`config.mk`:
```
export PLATFORM = sky130hd
export DESIGN_NAME = prog_loader_flat
export DESIGN_NICKNAME = d
export VERILOG_FILES = /design/src/rtl/prog_loader_if.sv /design/src/rtl/prog_loader.sv /design/src/flat_wrapper.sv
export SDC_FILE = /design/constraint.sdc
export NUM_CORES = 1
export LEC_CHECK = 0
export CAP_MARGIN = 15
export CELL_PAD_IN_SITES_DETAIL_PLACEMENT = 1
export CELL_PAD_IN_SITES_GLOBAL_PLACEMENT = 1
export CORE_MARGIN = 1.5
export CORE_UTILIZATION = 30
export CTS_CLUSTER_DIAMETER = 80
export DETAILED_ROUTE_END_ITERATION = 10
export GPL_ROUTABILITY_DRIVEN = 0
export GPL_TIMING_DRIVEN = 0
export HOLD_SLACK_MARGIN = 0.08
export MAX_ROUTING_LAYER = met4
export PLACE_DENSITY = 0.62
export RECOVER_POWER = 50
export SLEW_MARGIN = 20
export SYNTH_ARGS = -nofsm -noshare
export SYNTH_HDL_FRONTEND = slang
export SYNTH_SLANG_ARGS = --single-unit
```
`constraint.sdc`:
```
create_clock -name clk -period 4.9 [get_ports clk]
set_clock_uncertainty 0.1 [all_clocks]
set_input_delay 0.98 -clock clk [delete_from_list [all_inputs] [get_ports clk]]
set_output_delay 0.98 -clock clk [all_outputs]
set_load 0.1 [all_outputs]
```
`src/rtl/prog_loader_if.sv`:
```
// Fetch and loader handshake signals shared between a program loader and its driver.
// The master side drives the fetch address and the loader stream.
interface prog_loader_if;
    logic [3:0] address;
    logic [7:0] instr;
    logic       load_start;
    logic       wr_valid;
    logic [7:0] wr_data;
    logic       wr_ready;
    logic       cpu_n_reset;
    logic       busy;
    logic       done;

    modport master (
        output address, load_start, wr_valid, wr_data,
        input  instr, wr_ready, cpu_n_reset, busy, done
    );

    modport slave (
        input  address, load_start, wr_valid, wr_data,
        output instr, wr_ready, cpu_n_reset, busy, done
    );
endinterface

```
`src/rtl/prog_loader.sv`:
```
// 16 x 8-bit program store that the CPU fetches from, reloaded by a byte stream
// while the CPU is held in reset.
module prog_loader #(
    parameter logic [7:0] FILL_WORD = 8'b00000000
) (
    input  logic          clk,
    input  logic          n_reset,
    prog_loader_if.slave  bus
);

    typedef enum logic [1:0] {RUN, LOAD, RELEASE} state_e;

    state_e     state_q, state_d;
    logic [3:0] ptr_q, ptr_d;
    logic [7:0] mem_q [16];
    logic       cpu_n_reset_q;
    logic       done_q;
    logic       wr_en;

    always_ff @(posedge clk or negedge n_reset) begin
        if (!n_reset) begin
            state_q       <= RUN;
            ptr_q         <= '0;
            cpu_n_reset_q <= 1'b0;
            done_q        <= 1'b0;
            for (int unsigned i = 0; i < 16; i++) begin
                mem_q[i[3:0]] <= FILL_WORD;
            end
        end else begin
            state_q <= state_d;
            ptr_q   <= ptr_d;
            // CPU leaves reset exactly when the next state is RUN, which also covers
            // the first edge after n_reset deasserts.
            cpu_n_reset_q <= (state_d == RUN);
            done_q        <= (state_q == RELEASE);
            if (wr_en) begin
                mem_q[ptr_q] <= bus.wr_data;
            end
        end
    end

    always_comb begin
        state_d = state_q;
        ptr_d   = ptr_q;
        wr_en   = 1'b0;
        unique case (state_q)
            RUN: begin
                if (bus.load_start) begin
                    state_d = LOAD;
                    ptr_d   = '0;
                end
            end
            LOAD: begin
                if (bus.wr_valid) begin
                    wr_en = 1'b1;
                    ptr_d = ptr_q + 4'd1;
                    if (ptr_q == 4'hF) begin
                        state_d = RELEASE;
                    end
                end
            end
            RELEASE: state_d = RUN;
            default: state_d = RUN;
        endcase
    end

    always_comb begin
        bus.wr_ready    = (state_q == LOAD);
        bus.busy        = (state_q != RUN);
        bus.done        = done_q;
        bus.cpu_n_reset = cpu_n_reset_q;
        bus.instr       = mem_q[bus.address];
    end

endmodule

```
`src/flat_wrapper.sv`:
```
// flat-port wrapper written by rule: the top's interface ports become plain ports
module prog_loader_flat 
#(
    parameter logic [7:0] FILL_WORD = 8'b00000000
)
  (clk, n_reset, bus_address, bus_load_start, bus_wr_valid, bus_wr_data, bus_instr, bus_wr_ready, bus_cpu_n_reset, bus_busy, bus_done);
  prog_loader_if bus_i ();
  input  logic clk;
  input  logic n_reset;
  input wire logic [$bits(bus_i.address)-1:0] bus_address;
  input wire logic [$bits(bus_i.load_start)-1:0] bus_load_start;
  input wire logic [$bits(bus_i.wr_valid)-1:0] bus_wr_valid;
  input wire logic [$bits(bus_i.wr_data)-1:0] bus_wr_data;
  output wire logic [$bits(bus_i.instr)-1:0] bus_instr;
  output wire logic [$bits(bus_i.wr_ready)-1:0] bus_wr_ready;
  output wire logic [$bits(bus_i.cpu_n_reset)-1:0] bus_cpu_n_reset;
  output wire logic [$bits(bus_i.busy)-1:0] bus_busy;
  output wire logic [$bits(bus_i.done)-1:0] bus_done;
  assign bus_i.address = bus_address;
  assign bus_i.load_start = bus_load_start;
  assign bus_i.wr_valid = bus_wr_valid;
  assign bus_i.wr_data = bus_wr_data;
  assign bus_instr = bus_i.instr;
  assign bus_wr_ready = bus_i.wr_ready;
  assign bus_cpu_n_reset = bus_i.cpu_n_reset;
  assign bus_busy = bus_i.busy;
  assign bus_done = bus_i.done;
  prog_loader #(.FILL_WORD(FILL_WORD)) u_core (.clk(clk), .n_reset(n_reset), .bus(bus_i));
endmodule
```
==> impl_metrics.json <==
{
  "routedWlPerCell_um": 20.7,
  "tightest_slew_ns": 2.83,
  "ctsHoldBuffers": 0,
  "numClockSinks": 136,
  "antennaDiodeCount": 0,
  "dp_slack_ns": -0.360,
  "clkLatencyLatePin_ns": 0.42,
  "setup_slack_ns": 0.169,
  "postRouteAntennaNets": 0,
  "synth_nets": 420,
  "cp.arrival_ns": 3.65,
  "drive_above_1_share_pct": 48.6,
  "slowest_delay_ns": 0.98,
  "p_leak_nw": 3.23,
  "fp.dieW_um": 149,
  "grt_pass1_wl_um": 24500,
  "dp_hpwl_um": 10500,
  "synth_area_um2": 6360,
  "initial_core_util_pct": 30.4,
  "cts_inserted_buffers": 17,
  "hold_class": "flip-flop to flip-flop",
  "outcome": "finished with violations",
  "drtIter0Drc": 152,
  "via_per_inst": 4.94,
  "crit_chain": "clkdlybuf4s50_1 > clkbuf_2 > mux4_2 > a22oi_1 > nand2_1 > clkdlybuf4s50_1",
  "synth_cells": 400,
  "fin_nets": 466,
  "cts_buffer_depth": 2,
  "critPathCaptureType": "output pin",
  "synthToLayoutAreaGrowth_pct": 19.1,
  "die_h_um": 149,
  "clk_pin_slew_worst_paths_ns": 0.06,
  "finalMaxSlewViolations": 53,
  "critPathKind": "input pin to output pin",
  "overflow": 0,
  "n_fill_cell": 2147,
  "core-area_um2": 20900,
  "io_buffers": 26,
  "critical-path-slowest-cell": "clkdlybuf4s50_1",
  "maxSlewHeadroom_pct": -88.8,
  "multiInputGateArea_um2": 2820,
  "register_area_um2": 3400,
  "htreeDepth": 4,
  "timing.final.crit_period_ns": 4.73,
  "hold_violations": 0,
  "drt_pass1_iterations": 4,
  "peakVddDrop_mv": 0.244,
  "period_share_pct": 96.6,
  "totalPowerFinal_mw": 4.77,
  "ys_ff_latch": 136,
  "r2r_slack_ns": 2.55,
  "timing.max_cap.violations": 1,
  "drc": 0,
  "wl_um": 15200,
  "grt_usage_pct": 15.6,
  "grt_max_degree": 86,
  "power_density_nw_per_um2": 630,
  "violations": "capacitance limit, slew limit",
  "synth_warnings": 0,
  "rsz0062_at_grt": "no",
  "critPathMaxFanout": 10,
  "dieArea_um2": 22100,
  "cts_tree": "done",
  "synth_cell_types": 35,
  "num_vias": 3627,
  "cp_data_required_time_ns": 3.82,
  "synth.yosys.seq_area_share_pct": 53.5,
  "setup_violations": 0,
  "startpoint_type": "input pin",
  "avgSynthCellArea_um2": 15.9,
  "io_pins": 28,
  "max_freq_mhz": 211,
  "path_common_cell": "clkdlybuf4s50_1",
  "rows": 53,
  "grt_pass1_vias": 4145,
  "cts_root_buf": "clkbuf_16",
  "antenna_found_initial": 0
}
state kept, by name, indices dropped and copies added (netlist names):
| register | cells |
|---|---|
| u_core.mem_q | 128 |
| u_core.ptr_q | 4 |
| u_core.state_q | 2 |
| u_core.bus.cpu_n_reset | 1 |
| u_core.bus.done | 1 |
stage by stage:
stage	utilization [%]	hold slack, ns	cells	instance area [um2]	setup TNS, ns
5_1_grt	36.2	0.405	734	7570	0
3_3_place_gp	33.3	0.363	701	6960	-356.19
4_1_cts	36.4	0.373	734	7610	0
6_report	36.2	0.390	734	7570	0
3_5_place_dp	33.5	0.371	702	7000	-2.07
2_1_floorplan	-	0.353	400	6360	0
cells in the final DEF, fill, tap and decap left out, types with 2 or more instances in the layout:
| cell | n |
|---|---|
| o21ai_0 | 2 |
| dlygate4sd3_1 | 2 |
| nor3b_4 | 3 |
| clkinvlp_4 | 2 |
| nand3_2 | 3 |
| ha_1 | 4 |
| buf_2 | 4 |
| clkinv_2 | 2 |
| mux4_2 | 32 |
| mux2_2 | 119 |
| clkbuf_16 | 17 |
| clkbuf_1 | 12 |
| clkdlybuf4s50_1 | 16 |
| nand2_1 | 12 |
| inv_1 | 4 |
| nor2_4 | 3 |
| clkinv_4 | 3 |
| mux2_1 | 3 |
| nor2_2 | 3 |
| mux2_4 | 8 |
| bufinv_16 | 3 |
| inv_6 | 3 |
| buf_1 | 3 |
| clkbuf_8 | 2 |
| nor2b_1 | 4 |
| a22oi_1 | 16 |
| a22o_1 | 4 |
| nor3_2 | 3 |
| dfrtp_1 | 136 |
| buf_4 | 5 |
| dlygate4sd2_1 | 7 |
| nor2_1 | 5 |
synth_stat cells, drive strengths merged:
cell type | count | share of area (%)
buf | 13 | 1.2
dfrtp | 136 | 54
nor3 | 3 | 0.47
and2 | 1 | 0.098
nand3 | 4 | 0.55
nor2 | 11 | 1.1
nor2b | 4 | 0.39
a22oi | 16 | 1.9
nor3b | 3 | 0.89
ha | 4 | 0.79
and4bb | 1 | 0.20
o21bai | 1 | 0.12
nand4 | 1 | 0.098
o21ai | 2 | 0.16
or3b | 1 | 0.14
or2 | 1 | 0.098
nand4bb | 1 | 0.43
a22o | 4 | 0.55
nand4b | 2 | 0.61
clkbuf | 11 | 0.65
mux4 | 32 | 11
mux2 | 130 | 23
nand3b | 1 | 0.12
inv | 4 | 0.24
nand2 | 12 | 0.71
or3 | 1 | 0.098
worst max-delay path: cells and delay by family:
kind	cells	cell delay (ns)
buffers and inverters	3	1.99
muxes	1	0.40
and+or+nand+nor	1	0.10
AOI/OAI and AO/OA	1	0.18
area by class of cell:
| class | count | share of cell area (%) |
|---|---|---|
| Sequential cell | 136 | 45.0 |
| Multi-Input combinational cell | 236 | 37.2 |
| Clock buffer | 19 | 5.98 |
| Tap cell | 275 | 4.54 |
| Timing Repair Buffer | 27 | 3.34 |
| Clock inverter | 13 | 2.21 |
| Buffer | 24 | 1.52 |
| Inverter | 4 | 0.198 |
final timing paths:
kind	from	endpoint	cells past startpoint
max in group asynchronous	n_reset	u_core.mem_q[41]	2
min in group asynchronous	n_reset	u_core.bus.cpu_n_reset	1
max	bus_address[1]	bus_instr[6]	6
min reg2reg	u_core.mem_q[62]	u_core.mem_q[62]	1
max reg2reg	u_core.ptr_q[1]	u_core.mem_q[80]	5
min	u_core.mem_q[62]	u_core.mem_q[62]	1
cells by family after synthesis:
| kind of cell | share of synthesized area, % |
|---|---|
| mux | 34.8 |
| buf+inv | 2.12 |
| simple gates | 6.02 |
| flops | 53.5 |
| compound gates | 2.72 |
| fa+ha+maj | 0.787 |
repair_timing:
item,in CTS,in global routing
resized for setup,9,0
buffers inserted,0,0
setup endpoints to repair,8,0
layer usage:
layer  part of all wire, %  up-vias  wire length [um]  track usage, %
met1                    45     1981              6850            19.2
met3                   2.0       20               308            2.94
li1                      -     1587                 -               -
met5                     0        -                 0               -
met4                   1.7        0               262            6.04
met2                    51       39              7760            25.3
power by group:
group	leakage, nW	internal, mW	total, mW	switching, mW
Clock	0.300	0.832	1.34	0.505
Sequential	1.71	1.62	1.88	0.259
Combinational	1.22	0.786	1.55	0.763
Total	3.23	3.24	4.77	1.53
No activity file was read; power rests on OpenSTA's default activity.
==> RTL edit, RTL diff (config.mk and constraints unchanged) <==
Re-encode `state_e` (3 states) as one-hot, 3 bits wide.
--- a/src/rtl/prog_loader.sv
+++ b/src/rtl/prog_loader.sv
@@ -9,5 +9,5 @@
 );
 
-    typedef enum logic [1:0] {RUN, LOAD, RELEASE} state_e;
+    typedef enum logic [2:0] {RUN = 3'b001, LOAD = 3'b010, RELEASE = 3'b100} state_e;
 
     state_e     state_q, state_d;
Formal check against the unedited RTL: same outputs for any inputs over 4 cycles, from zero or initial values and one cycle with n_reset low; so few cycles prove little.
==> RTL edit against the unedited design <==
The run still ends with max-capacitance violations, max-slew violations left; area after synthesis shrank 1.4%; critical path depth is the same; final area shrank 1.7%; global-route usage shrank 1.1 points; non-clock buffer count grew 2; sequential cell count grew 1; setup slack lost 0.027 ns; critical endpoint unchanged; wire length shrank 6.8%.
Power is not compared: it rests on default switching activity, and its combinational part moved more than twofold at a synthesized area within 25%.
==> RTL edit: results (changes against the unedited design) <==
| Metric | Value |
|---|---|
| R2r setup slk | `2.81 ns (+0.26 ns)` |
| Worst hold slack | `0.398 ns (+0.00809 ns)` |
| Outcome | `finished with violations` |
| Min-Delay Endpoint | `u_core.mem_q[8]` |
| # fillers | `2076 (-3.3%)` |
| Commonest cells post-synth | `dfrtp_1, mux2_2, mux4_2, a22oi_1, nand3_2` |
| Compound-Gate Fraction of Synth Area | `2.69% (-0.021 points)` |
| GRT Total Usage | `14.4% (-1.1 points)` |
| Fraction of the mapped netlist area in adder cells | `0.798% (+0.011 points)` |
| Post-synthesis cell count | `398 (-0.50%)` |
| First-pass GRT wire length | `22900 um (-6.5%)` |
| Mux contribution to synthesized area | `34.6% (-0.19 points)` |
| Post-Syn Nets | `418 (-0.48%)` |
| Post-synthesis cell type count | `28 (-20%)` |
| Hold Startpoint | `u_core.mem_q[8]` |
| Starting DRT DRC Count | `171 (+13%)` |
| Root buf cell | `clkbuf_16` |
| Synth warnings | `0 (unchanged)` |
| Placed Area | `0.00690 mm2 (-1.4%)` |
| Max-Cap Viols | `1 (unchanged)` |
| R2r startpoint | `u_core.ptr_q[0]` |
| Largest net degree at the start of global routing | `74 (-14%)` |
| Share of layout cells above drive strength 1 | `47.4% (-1.2 points)` |
| Vias in the first global route | `4022 (-3.0%)` |
| Leak Pwr | `about 3.5 nW` |
| Slew headroom | `-143% (-54 points)` |
| Post-detail-place hpwl | `10000 um (-4.8%)` |
| Number of max-slew violations in the final report | `65 (+23%)` |
| I/O Buffers | `26 (unchanged)` |
| Violated checks | `max-capacitance violations, max-slew violations` |
| Reg2Reg Capture Point | `u_core.mem_q[3]` |
| FF-to-FF path depth | `4 (-1)` |
| Largest regs | `u_core.mem_q: 128 flops, u_core.ptr_q: 4 flops, u_core.state_q: 3 flops` |
| CP Max Fanout | `10 (unchanged)` |
| Nets | `464 (-0.43%)` |
RTL edit: changes by cell type after synthesis, sizes merged, moves of 2 or more:
| cell | before | now |
|---|---|---|
| nand3 | 4 | 17 |
| nor2 | 11 | 5 |
| a22o | 4 | 0 |
| clkbuf | 11 | 14 |
| a21o | 0 | 2 |
| mux2 | 130 | 128 |
| nand2 | 12 | 10 |
| nand4b | 2 | 0 |
| nor3 | 3 | 1 |
| o21ai | 2 | 0 |
RTL edit: final cells by class:
type / count / area, um2 / share of cell area, %
Sequential cell: 137 / 3430 / 46.1
Multi-Input combinational cell: 231 / 2690 / 36.2
Clock buffer: 24 / 502 / 6.74
Tap cell: 270 / 338 / 4.54
Timing Repair Buffer: 27 / 272 / 3.65
Buffer: 26 / 128 / 1.71
Clock inverter: 7 / 66.3 / 0.891
Inverter: 4 / 15.0 / 0.202
RTL edit: layer usage:
layer  vias up  part of all wire, %  global-route usage [%]
met4         0                  1.5                    4.95
met2        35                   51                    24.0
met5         -                    0                       -
met3        17                  2.4                    2.99
li1       1588                    -                       -
met1      1951                   45                    17.5
RTL edit: how the worst max path moves through the flow:
stage	start	to	slack [ns]
2_1_floorplan	u_core.state_q[2]	bus_wr_ready	1.07
5_1_grt	bus_address[1]	bus_instr[2]	0.06
3_5_place_dp	bus_address[1]	bus_instr[2]	-0.27
4_1_cts	bus_address[1]	bus_instr[6]	0.11
3_3_place_gp	n_reset	u_core.mem_q[122]	-2.62
6_report	bus_address[1]	bus_instr[6]	0.14
RTL edit: through the flow:
step,setup WS (ns),cells
after floorplan,1.07,398
after global placement,-2.62,694
after detailed placement,-0.271,695
after CTS,0.110,726
after global routing,0.0635,726
final,0.142,726
RTL edit: critical path, cell delays in order:
cell and delay, ns:
clkdlybuf4s50_1 0.60, clkbuf_1 0.63, mux4_2 0.36, a22oi_1 0.11, nand2_1 0.12, dlygate4sd2_1 0.87
RTL edit: repair_timing:
action | CTS | global route
resized for setup | 9 | 0
hold buffers | 0 | 0
endpoints found under the setup margin | 8 | 0
RTL edit: power by group through the flow:
stage / logic (W) / clock network [W] / registers (W)
after floorplan: 0.000386 / 0 / 0.00135
after global placement: 0.000546 / 0 / 0.00133
after detailed placement: 0.000567 / 0 / 0.00134
after CTS: 0.000564 / 0.00124 / 0.00132
after global routing: 0.000587 / 0.00129 / 0.00134
final: 0.000552 / 0.00121 / 0.00132
RTL edit: logic make-up after synthesis:
group	Yosys count
muxes	161
DFF	137
and+or+nand+nor	44
buffers and inverters	30
AOI/OAI and AO/OA	22
adders and majority gates	4
